$ cat src/rtl/fifo_burst_reader_pkg.sv
// ----------------------------------------------------------------------------
// fifo_burst_reader_pkg
// Shared definitions for the DDR3 controller burst read path:
//   - state_e           : burst reader FSM encoding (IDLE=0, BURST=1, PAD=2)
//   - BURST_LEN_DEFAULT : default number of beats per output burst
//   - cnt_width()       : width of the rd/beat counters for a given burst length
// ----------------------------------------------------------------------------
package fifo_burst_reader_pkg;

    localparam int unsigned BURST_LEN_DEFAULT = 8;

    typedef enum logic [1:0] {
        IDLE  = 2'd0,
        BURST = 2'd1,
        PAD   = 2'd2
    } state_e;

    // One extra bit so a counter can hold BURST_LEN itself without wrapping.
    function automatic int unsigned cnt_width(input int unsigned burst_len);
        return $clog2(burst_len) + 1;
    endfunction

endpackage

$ cat src/rtl/fifo_burst_reader_beat_skid2.sv
// ----------------------------------------------------------------------------
// beat_skid2
// Two-entry skid buffer holding words returned by the FIFO until the sink
// accepts them. The head entry is always the oldest word and drives the
// output directly from a register.
// Ports:
//   clk, reset_n   : clock, asynchronous active-low reset
//   push/push_data : write one word (ignored when full and not popping)
//   pop            : remove the head word (ignored when empty)
//   head_valid     : head entry holds a word
//   head_data      : head word
//   occupancy      : number of stored words (0..2)
// ----------------------------------------------------------------------------
module beat_skid2 #(
    parameter int unsigned DATA_WIDTH = 16
) (
    input  logic                  clk,
    input  logic                  reset_n,
    input  logic                  push,
    input  logic [DATA_WIDTH-1:0] push_data,
    input  logic                  pop,
    output logic                  head_valid,
    output logic [DATA_WIDTH-1:0] head_data,
    output logic [1:0]            occupancy
);

    logic [DATA_WIDTH-1:0] head_q, head_d;
    logic [DATA_WIDTH-1:0] tail_q, tail_d;
    logic [1:0]            count_q, count_d;
    logic                  pop_ok;

    always_comb begin
        head_d  = head_q;
        tail_d  = tail_q;
        count_d = count_q;
        pop_ok  = pop && (count_q != 2'd0);
        case (count_q)
            2'd0: begin
                if (push) begin
                    head_d  = push_data;
                    count_d = 2'd1;
                end
            end
            2'd1: begin
                if (push && pop_ok) begin
                    // Head leaves and the new word takes its place.
                    head_d = push_data;
                end else if (push) begin
                    tail_d  = push_data;
                    count_d = 2'd2;
                end else if (pop_ok) begin
                    count_d = 2'd0;
                end
            end
            default: begin
                if (pop_ok) begin
                    head_d = tail_q;
                    if (push) begin
                        tail_d = push_data;
                    end else begin
                        count_d = 2'd1;
                    end
                end
            end
        endcase
    end

    always_ff @(posedge clk or negedge reset_n) begin
        if (!reset_n) begin
            head_q  <= '0;
            tail_q  <= '0;
            count_q <= 2'd0;
        end else begin
            head_q  <= head_d;
            tail_q  <= tail_d;
            count_q <= count_d;
        end
    end

    assign head_valid = (count_q != 2'd0);
    assign head_data  = head_q;
    assign occupancy  = count_q;

endmodule

$ cat src/rtl/fifo_burst_reader.sv
// ----------------------------------------------------------------------------
// fifo_burst_reader
// Pops words from a registered-read FIFO and presents them as fixed-length
// bursts of BURST_LEN beats on a valid/ready stream. A partial burst is closed
// with zero-data pad beats (out_mask=1) only while flush is held and the FIFO
// has run dry; otherwise the block waits for more data.
// Ports:
//   clk, reset_n   : clock, asynchronous active-low reset
//   fifo_empty_bar : FIFO holds at least one word
//   fifo_data      : FIFO read data, valid the cycle after fifo_re
//   fifo_re        : FIFO pop request
//   flush          : allow padding of a partial burst
//   out_valid/out_ready/out_data/out_mask/out_last : burst beat stream
//   busy           : FSM is not IDLE
// ----------------------------------------------------------------------------
module fifo_burst_reader
    import fifo_burst_reader_pkg::*;
#(
    parameter int unsigned DATA_WIDTH = 16,
    parameter int unsigned BURST_LEN  = BURST_LEN_DEFAULT
) (
    input  logic                  clk,
    input  logic                  reset_n,
    input  logic                  fifo_empty_bar,
    input  logic [DATA_WIDTH-1:0] fifo_data,
    output logic                  fifo_re,
    input  logic                  flush,
    output logic                  out_valid,
    input  logic                  out_ready,
    output logic [DATA_WIDTH-1:0] out_data,
    output logic                  out_mask,
    output logic                  out_last,
    output logic                  busy
);

    localparam int unsigned    CW        = cnt_width(BURST_LEN);
    localparam logic [CW-1:0]  CNT_ONE   = CW'(1);
    localparam logic [CW-1:0]  BURST_CNT = CW'(BURST_LEN);
    localparam logic [CW-1:0]  LAST_BEAT = CW'(BURST_LEN - 1);

    state_e                state_q, state_d;
    logic [CW-1:0]         rd_cnt_q, rd_cnt_d;
    logic [CW-1:0]         beat_cnt_q, beat_cnt_d;
    logic                  inflight_q;

    logic                  skid_valid;
    logic [DATA_WIDTH-1:0] skid_data;
    logic [1:0]            skid_occ;
    logic                  skid_pop;
    logic                  xfer;
    logic [2:0]            fill_now;
    logic [2:0]            fill_limit;
    logic                  room_for_read;
    logic                  pad_start;

    beat_skid2 #(
        .DATA_WIDTH (DATA_WIDTH)
    ) u_skid (
        .clk        (clk),
        .reset_n    (reset_n),
        .push       (inflight_q),
        .push_data  (fifo_data),
        .pop        (skid_pop),
        .head_valid (skid_valid),
        .head_data  (skid_data),
        .occupancy  (skid_occ)
    );

    // Only the skid head can be valid outside PAD, and the skid is empty in PAD.
    assign out_valid = skid_valid || (state_q == PAD);
    assign out_data  = skid_valid ? skid_data : '0;
    assign out_mask  = (state_q == PAD);
    assign out_last  = out_valid && (beat_cnt_q == LAST_BEAT);
    assign busy      = (state_q != IDLE);

    assign xfer      = out_valid && out_ready;
    assign skid_pop  = skid_valid && out_ready;

    // A new read may be issued only if, counting the word still in flight and
    // the word leaving this cycle, the skid can still absorb it.
    // Written as "occ + inflight < 2 + pop" to avoid a subtraction.
    assign fill_now      = {1'b0, skid_occ} + {2'b00, inflight_q};
    assign fill_limit    = 3'd2 + {2'b00, skid_pop};
    assign room_for_read = (fill_now < fill_limit);

    assign fifo_re = (state_q == BURST) && fifo_empty_bar &&
                     (rd_cnt_q < BURST_CNT) && room_for_read;

    // Padding only once every fetched word has been delivered and the burst
    // is genuinely partial; a flush on an empty burst does nothing.
    assign pad_start = flush && !fifo_empty_bar && (skid_occ == 2'd0) &&
                       !inflight_q && (beat_cnt_q != '0);

    always_comb begin
        state_d    = state_q;
        rd_cnt_d   = rd_cnt_q;
        beat_cnt_d = beat_cnt_q;
        case (state_q)
            IDLE: begin
                if (fifo_empty_bar) begin
                    state_d    = BURST;
                    rd_cnt_d   = '0;
                    beat_cnt_d = '0;
                end
            end
            BURST: begin
                if (fifo_re) begin
                    rd_cnt_d = rd_cnt_q + CNT_ONE;
                end
                if (xfer) begin
                    beat_cnt_d = beat_cnt_q + CNT_ONE;
                    if (beat_cnt_q == LAST_BEAT) begin
                        state_d = IDLE;
                    end
                end else if (pad_start) begin
                    state_d = PAD;
                end
            end
            PAD: begin
                if (xfer) begin
                    beat_cnt_d = beat_cnt_q + CNT_ONE;
                    if (beat_cnt_q == LAST_BEAT) begin
                        state_d = IDLE;
                    end
                end
            end
            default: begin
                state_d = IDLE;
            end
        endcase
    end

    always_ff @(posedge clk or negedge reset_n) begin
        if (!reset_n) begin
            state_q    <= IDLE;
            rd_cnt_q   <= '0;
            beat_cnt_q <= '0;
            inflight_q <= 1'b0;
        end else begin
            state_q    <= state_d;
            rd_cnt_q   <= rd_cnt_d;
            beat_cnt_q <= beat_cnt_d;
            inflight_q <= fifo_re;
        end
    end

endmodule

$ cat config.mk
export PLATFORM = sky130hd
export DESIGN_NAME = fifo_burst_reader
export DESIGN_NICKNAME = d
export VERILOG_FILES = /design/src/rtl/fifo_burst_reader_pkg.sv /design/src/rtl/fifo_burst_reader_beat_skid2.sv /design/src/rtl/fifo_burst_reader.sv
export SDC_FILE = /design/constraint.sdc
export NUM_CORES = 1
export LEC_CHECK = 0
export ABC_AREA = 1
export CORE_AREA = 2 2 50 98
export CTS_BUF_LIST = sky130_fd_sc_hd__clkbuf_8
export DETAILED_ROUTE_END_ITERATION = 12
export DIE_AREA = 0 0 52 100
export PLACE_DENSITY = 0.82
export REMOVE_ABC_BUFFERS = 1
export SLEW_MARGIN = 5
export SYNTH_ARGS = -nofsm -noshare
export SYNTH_HDL_FRONTEND = slang
export SYNTH_SLANG_ARGS = --single-unit
$ cat constraint.sdc
create_clock -name clk -period 1.75 [get_ports clk]
set_clock_uncertainty 0.05 [all_clocks]
set_input_delay 0.2625 -clock clk [delete_from_list [all_inputs] [get_ports clk]]
set_output_delay 0.2625 -clock clk [all_outputs]
set_load 0.01 [all_outputs]
After elaboration in Yosys (flattened, before gate mapping)

Cells that the tools add are included.

Bits in registers: 45
Input port bits: 21
Output and inout port bits: 21
Word-level logic and storage cells: 86

Add/sub/neg operators: 4
Order comparisons: 2
Equality and inequality tests: 14
Muxes and demuxes: 27
Bitwise operators: 1
Reduce and logical (&&, ||, !) cells: 31

Operators by type and width:

| cell                                                                   | number |
|---|---|
| 16-bit two-way mux                                                     | 7 |
| 16-bit case mux with 2 select lines                                    | 2 |
| 2-bit two-way mux                                                      | 11 |
| 4-bit case mux with 2 select lines                                     | 2 |
| 3-bit AND reduction                                                    | 5 |
| 1-bit logical AND                                                      | 12 |
| 4-bit two-way mux                                                      | 3 |
| 2-bit nonzero test                                                     | 5 |
| 4-bit by 1-bit adder with 4-bit output (second input constant)         | 2 |
| 2-bit != test (second input constant)                                  | 4 |
| 2-bit by 1-bit != test with 1-bit output (second input constant)       | 3 |
| 2-bit case mux with 3 select lines                                     | 1 |
| 5-bit AND reduction                                                    | 1 |
| 2-bit by 1-bit equality test with 1-bit output (second input constant) | 2 |
| 4-bit by 3-bit equality test with 1-bit output (second input constant) | 1 |
| 2-bit logical NOT                                                      | 2 |
| 4-bit less-than comparator (second input constant)                     | 1 |
| 2-bit case mux with 2 select lines                                     | 1 |
| 4-bit nonzero test                                                     | 1 |
| 2-bit by 1-bit adder with 3-bit output                                 | 1 |
| 2-bit by 1-bit adder with 3-bit output (first input constant)          | 1 |
| 3-bit less-than comparator                                             | 1 |
| 3-bit by 1-bit != test with 1-bit output (second input constant)       | 1 |
| 3-bit by 2-bit != test with 1-bit output (second input constant)       | 1 |
| 7 further kinds                                                        | 8 |

Longest topological paths before layout

Gate-level depths: netlist (run 1).

Depth after elaboration: 8
Gate-level depth with buffers: 10

By module

Synthesis (run 1) repeated with hierarchy kept, for this count alone.

Cell total of the unflattened synthesis: 358
Area, all modules: 2646.3 um^2

By module, submodules not included:

| module            | times used | cells an instance | area an instance (um^2) | sequential area each (um^2) |
|---|---|---|---|---|
| beat_skid2        | 1          | 210               | 1661.6                  | 850.8 |
| fifo_burst_reader | 1          | 148               | 984.7                   | 275.3 |

Worst setup path before layout (run 1)

OpenSTA, ideal clock, no wires.

Kind: reg2out
Start: reg inflight_q
End: out fifo_re
Data arrival time: 1189 ps
Required time: 1437 ps
Setup slack: 249 ps
Cell stages (with the launch flop): 8
Path through: dfrtp_1 -> ha_1 -> ha_1 -> nor2_1 -> nand2_1 -> nor2_1 -> nand2_1 -> inv_1

Cells in the longest elaborated chain, start to end: 3

RTL lines:

| element                                | line                     | source |
|---|---|---|
| start, declared                        | fifo_burst_reader.sv:44  | `logic inflight_q;` |
| start signal, assigned                 | fifo_burst_reader.sv:143 | `inflight_q <= fifo_re;` |
| 2-bit by 1-bit adder with 3-bit output | fifo_burst_reader.sv:82  | `assign fill_now = {1'b0, skid_occ} + {2'b00, inflight_q};` |
| 3-bit less-than comparator             | fifo_burst_reader.sv:84  | `assign room_for_read = (fill_now < fill_limit);` |
| 1-bit logical AND                      | fifo_burst_reader.sv:87  | `(rd_cnt_q < BURST_CNT) && room_for_read;` |
| end, declared                          | fifo_burst_reader.sv:26  | `output logic fifo_re,` |

Every way passes these cells.

Final worst setup path (run 1)

Start: reg u_skid.count_q[0], in the netlist u_skid.occupancy[0]
End: out fifo_re

Cells in the longest elaborated chain, start to end: 5
Elaborated cells on any way between the ends: 6

RTL lines:

| element                                | line                               | source |
|---|---|---|
| start, declared                        | fifo_burst_reader_beat_skid2.sv:29 | `logic [1:0] count_q, count_d;` |
| start signal, assigned                 | fifo_burst_reader_beat_skid2.sv:76 | `count_q <= count_d;` |
| 2-bit nonzero test                     | fifo_burst_reader_beat_skid2.sv:80 | `assign head_valid = (count_q != 2'd0);` |
| 1-bit logical AND                      | fifo_burst_reader.sv:77            | `assign skid_pop = skid_valid && out_ready;` |
| 2-bit by 1-bit adder with 3-bit output | fifo_burst_reader.sv:83            | `assign fill_limit = 3'd2 + {2'b00, skid_pop};` |
| 3-bit less-than comparator *           | fifo_burst_reader.sv:84            |  |
| 1-bit logical AND *                    | fifo_burst_reader.sv:87            |  |

Mark *: on every way between the ends. The rest lies on a longest branch, timed or not.

==> results of run 1 <==
==> critical path: stages (launching register included) <==
cell,delay (ns)
dfrtp_1,0.40
ha_2,0.21
ha_4,0.15
nor2_1,0.09
nand2_1,0.05
nor2_1,0.10
nand2_1,0.10
inv_1,0.08
buf_2,0.12
==> final cells by class <==
type	instances	area (um2)	share of cell area (%)
Tap cell	55	68.8	2.11
Sequential cell	45	1130	34.6
Inverter	52	195	5.99
Clock buffer	5	68.8	2.11
Timing Repair Buffer	76	751	23.0
Multi-Input combinational cell	191	1040	32.0
Clock inverter	1	5.00	0.154
==> state kept, by name, summed over array words and instances, names as in the netlist <==
signal / flops
beat_cnt_q: 4
u_skid.head_data: 16
u_skid.tail_q: 16
inflight_q: 1
state_q: 2
u_skid.occupancy: 2
rd_cnt_q: 4
==> through the flow <==
step	hold WS [ns]	setup slack (ns)
after floorplan	-0.0831	-0.291
after global placement	0.318	-0.201
after detailed placement	0.324	-0.248
after CTS	0.0128	-0.162
after global routing	0.0465	-0.260
final	0.00262	-0.145
==> layer usage <==
layer  GRT usage (%)  vias to the layer above
met1            26.4                     1049
met3            3.13                       10
met2            35.2                       72
met4            7.69                        0
met5               0                        -
li1                -                     1083
==> Yosys cell counts (2+ instances only) <==
| cell type | number | area, um2 |
|---|---|---|
| a21oi_1 | 4 | 20.0 |
| nand2_2 | 2 | 12.5 |
| clkbuf_1 | 2 | 7.51 |
| xor2_1 | 3 | 26.3 |
| buf_2 | 5 | 25.0 |
| nor2_1 | 27 | 101 |
| o21ai_1 | 18 | 90.1 |
| inv_2 | 2 | 7.51 |
| o211ai_1 | 16 | 120 |
| inv_1 | 50 | 188 |
| dfrtp_1 | 45 | 1130 |
| ha_1 | 9 | 113 |
| buf_1 | 3 | 11.3 |
| nand3_1 | 5 | 25.0 |
| o21ai_0 | 19 | 95.1 |
| nand2_1 | 80 | 300 |
==> cells by family after synthesis <==
logic type / synth area share (%)
adders and majority gates: 4.83
AOI/OAI and AO/OA: 14.6
xor gates and xnor gates: 1.50
buffers and inverters: 10.2
and+or+nand+nor: 20.5
DFF: 48.3
==> worst paths after layout <==
check | startpoint | endpoint | cells after the start
min in group clk | u_skid.tail_q[10] | u_skid.tail_q[10] | 2
max reg2reg | u_skid.occupancy[0] | rd_cnt_q[1] | 11
min | reset_n | beat_cnt_q[2] | 2
max in group asynchronous | reset_n | state_q[1] | 2
max | u_skid.occupancy[0] | fifo_re | 8
min reg2reg | u_skid.tail_q[10] | u_skid.tail_q[10] | 2
==> what timing repair did <==
item	in CTS	in global routing
cloned	0	4
buffers inserted	2	9
pin swaps	2	7
setup endpoints to repair	22	38
hold endpoints to repair	0	0
resized for setup	41	65
==> power groups by stage <==
| stage | logic [mW] | registers [mW] | clock network, mW |
|---|---|---|---|
| after floorplan | 1.25 | 1.66 | 0 |
| after global placement | 2.14 | 1.66 | 0 |
| after detailed placement | 2.23 | 1.69 | 0 |
| after CTS | 2.22 | 1.67 | 0.597 |
| after global routing | 2.97 | 1.73 | 0.620 |
| final | 2.70 | 1.68 | 0.574 |
==> impl_metrics.csv, run 1 <==
group,metric,value,unit
sta,slew_headroom,62.5,%
route,dr.pass1.iters,4,
clock_network,cts_buffers,5,
route,dr_wl_met3,282,um
sta,setup_viol,7,
finish,area_delta_synth_final,39.7,%
finish,final_cell_area,3260,um2
route,wl_per_cell,13.7,um
route,first_iter_violations,94,
sta,rsz0062_at_grt,"yes",
sta,max_freq,528,MHz
placed_design,gp_congestion,0.867,
grt,grt_use_total,20.8,%
die,core-area,4510,um2
synthesis,ys_types,24,
pwr,p_leak,1.72,nW
sta,tns,-0.429,ns
clock_network,cts_num_sinks,45,
setup_path,cp_data_arrival_time,1.58,ns
die,start_util,51.7,%
synthesis,synth_seq_area_share,48.3,%
sta,period_minus_slack,1.89,ns
grt,grt_first_pass_wirelength,8.44,mm
placed_design,placed_cell_area,2940,um2
synthesis,synth_area,2330,um2
sta,period_share,108,%
sta,finalWorstSetupSlack,-0.145,ns
die,die_h,100,um
finish,drive_gt1_share,22.2,%
setup_path,crit_required,1.44,ns
route,m1WireLength,2.39,mm
route,vias,2214,
finish,final_cell_count_no_fill,425,
pwr,switching_share,40.0,%
clock_network,clk_latency,0.29,ns
pwr,seq_power_share,33.9,%
route,ant_nets,0,
clock_network,cts_buffer_depth,2,
die,ios,42,
worst_hold_path,hold_path_class,"in2async",
placed_design,dpl.hpwl,3.49,mm
pwr,p_clk_share,11.6,%
clock_network,htree_levels,2,
placed_design,dp.cells,404,
route,dr.max_layer_used,"met4",
finish,utilization,72.2,%
pwr,intPower,2.97,mW
setup_path,rrSetupSlack,0.09,ns
route,wl_met2,3.05,mm
route,drt-total-wl,5.82,mm
route,drc_errors,0,
finish,layout_commonest_cell,"nand2_1",
pwr,totalPowerFinal,4.95,mW
setup_path,endpoint_kind,"output port",
sta,worstMarginPinSlew,0.563,ns
grt,grt_max_degree,46,
grt,grt_overflow_total,0,
grt,antenna_found_initial,0,
job,max-cap-violations,0,
route,viasPerCell,5.21,
sta,slew_violations,0,
sta,hold_viol_final,0,
synthesis,ys_async_sr_fraction,100,%
setup_path,start_kind,"flip-flop",
die,dieArea,5200,um2
clock_network,cts-root-buf,"clkbuf_8",
clock_network,path_clk_slew,0.07,ns
placed_design,portBuffers,41,
synthesis,synth_warnings,0,
die,die_x,52,um
synthesis,synth_edf_count,0,
synthesis,synth_top_flop_cell,"dfrtp_1",
die,rows,35,
pwr,p_per_area,1520,nW/um2
clock_network,tritoncts,"built",
synthesis,postSynthCellCount,298,
pwr,comb_power_share,54.5,%
outcome,violations,"negative setup slack",
synthesis,synth_area_per_cell,7.83,um2
synthesis,synth-seq-cells,45,
setup_path,crit_fanout,3,
pwr,power.switching,1.98,mW
grt,grt_pass1_vias,2051,
pwr,peakVddDrop,1.08,mV
finish,fillCellCount,324,
setup_path,path_class,"reg2out",
finish,n_antenna_cell,0,
finish,final_cell_mix,"nand2_1, inv_1, dfrtp_1",
outcome,status,"complete, but fails checks",
finish,final_nets,401,
clock_network,postCtsHoldBufs,0,
Power figures use the tool's default switching activity.
==> run 2, diff against run 1 <==
Settings changed: ABC_CLOCK_PERIOD_IN_PS set to 1750, CTS_CLUSTER_DIAMETER set to 100.
==> results of run 2 <==
Same layout as run 1: the final DEF is identical, and so are final timing and power.
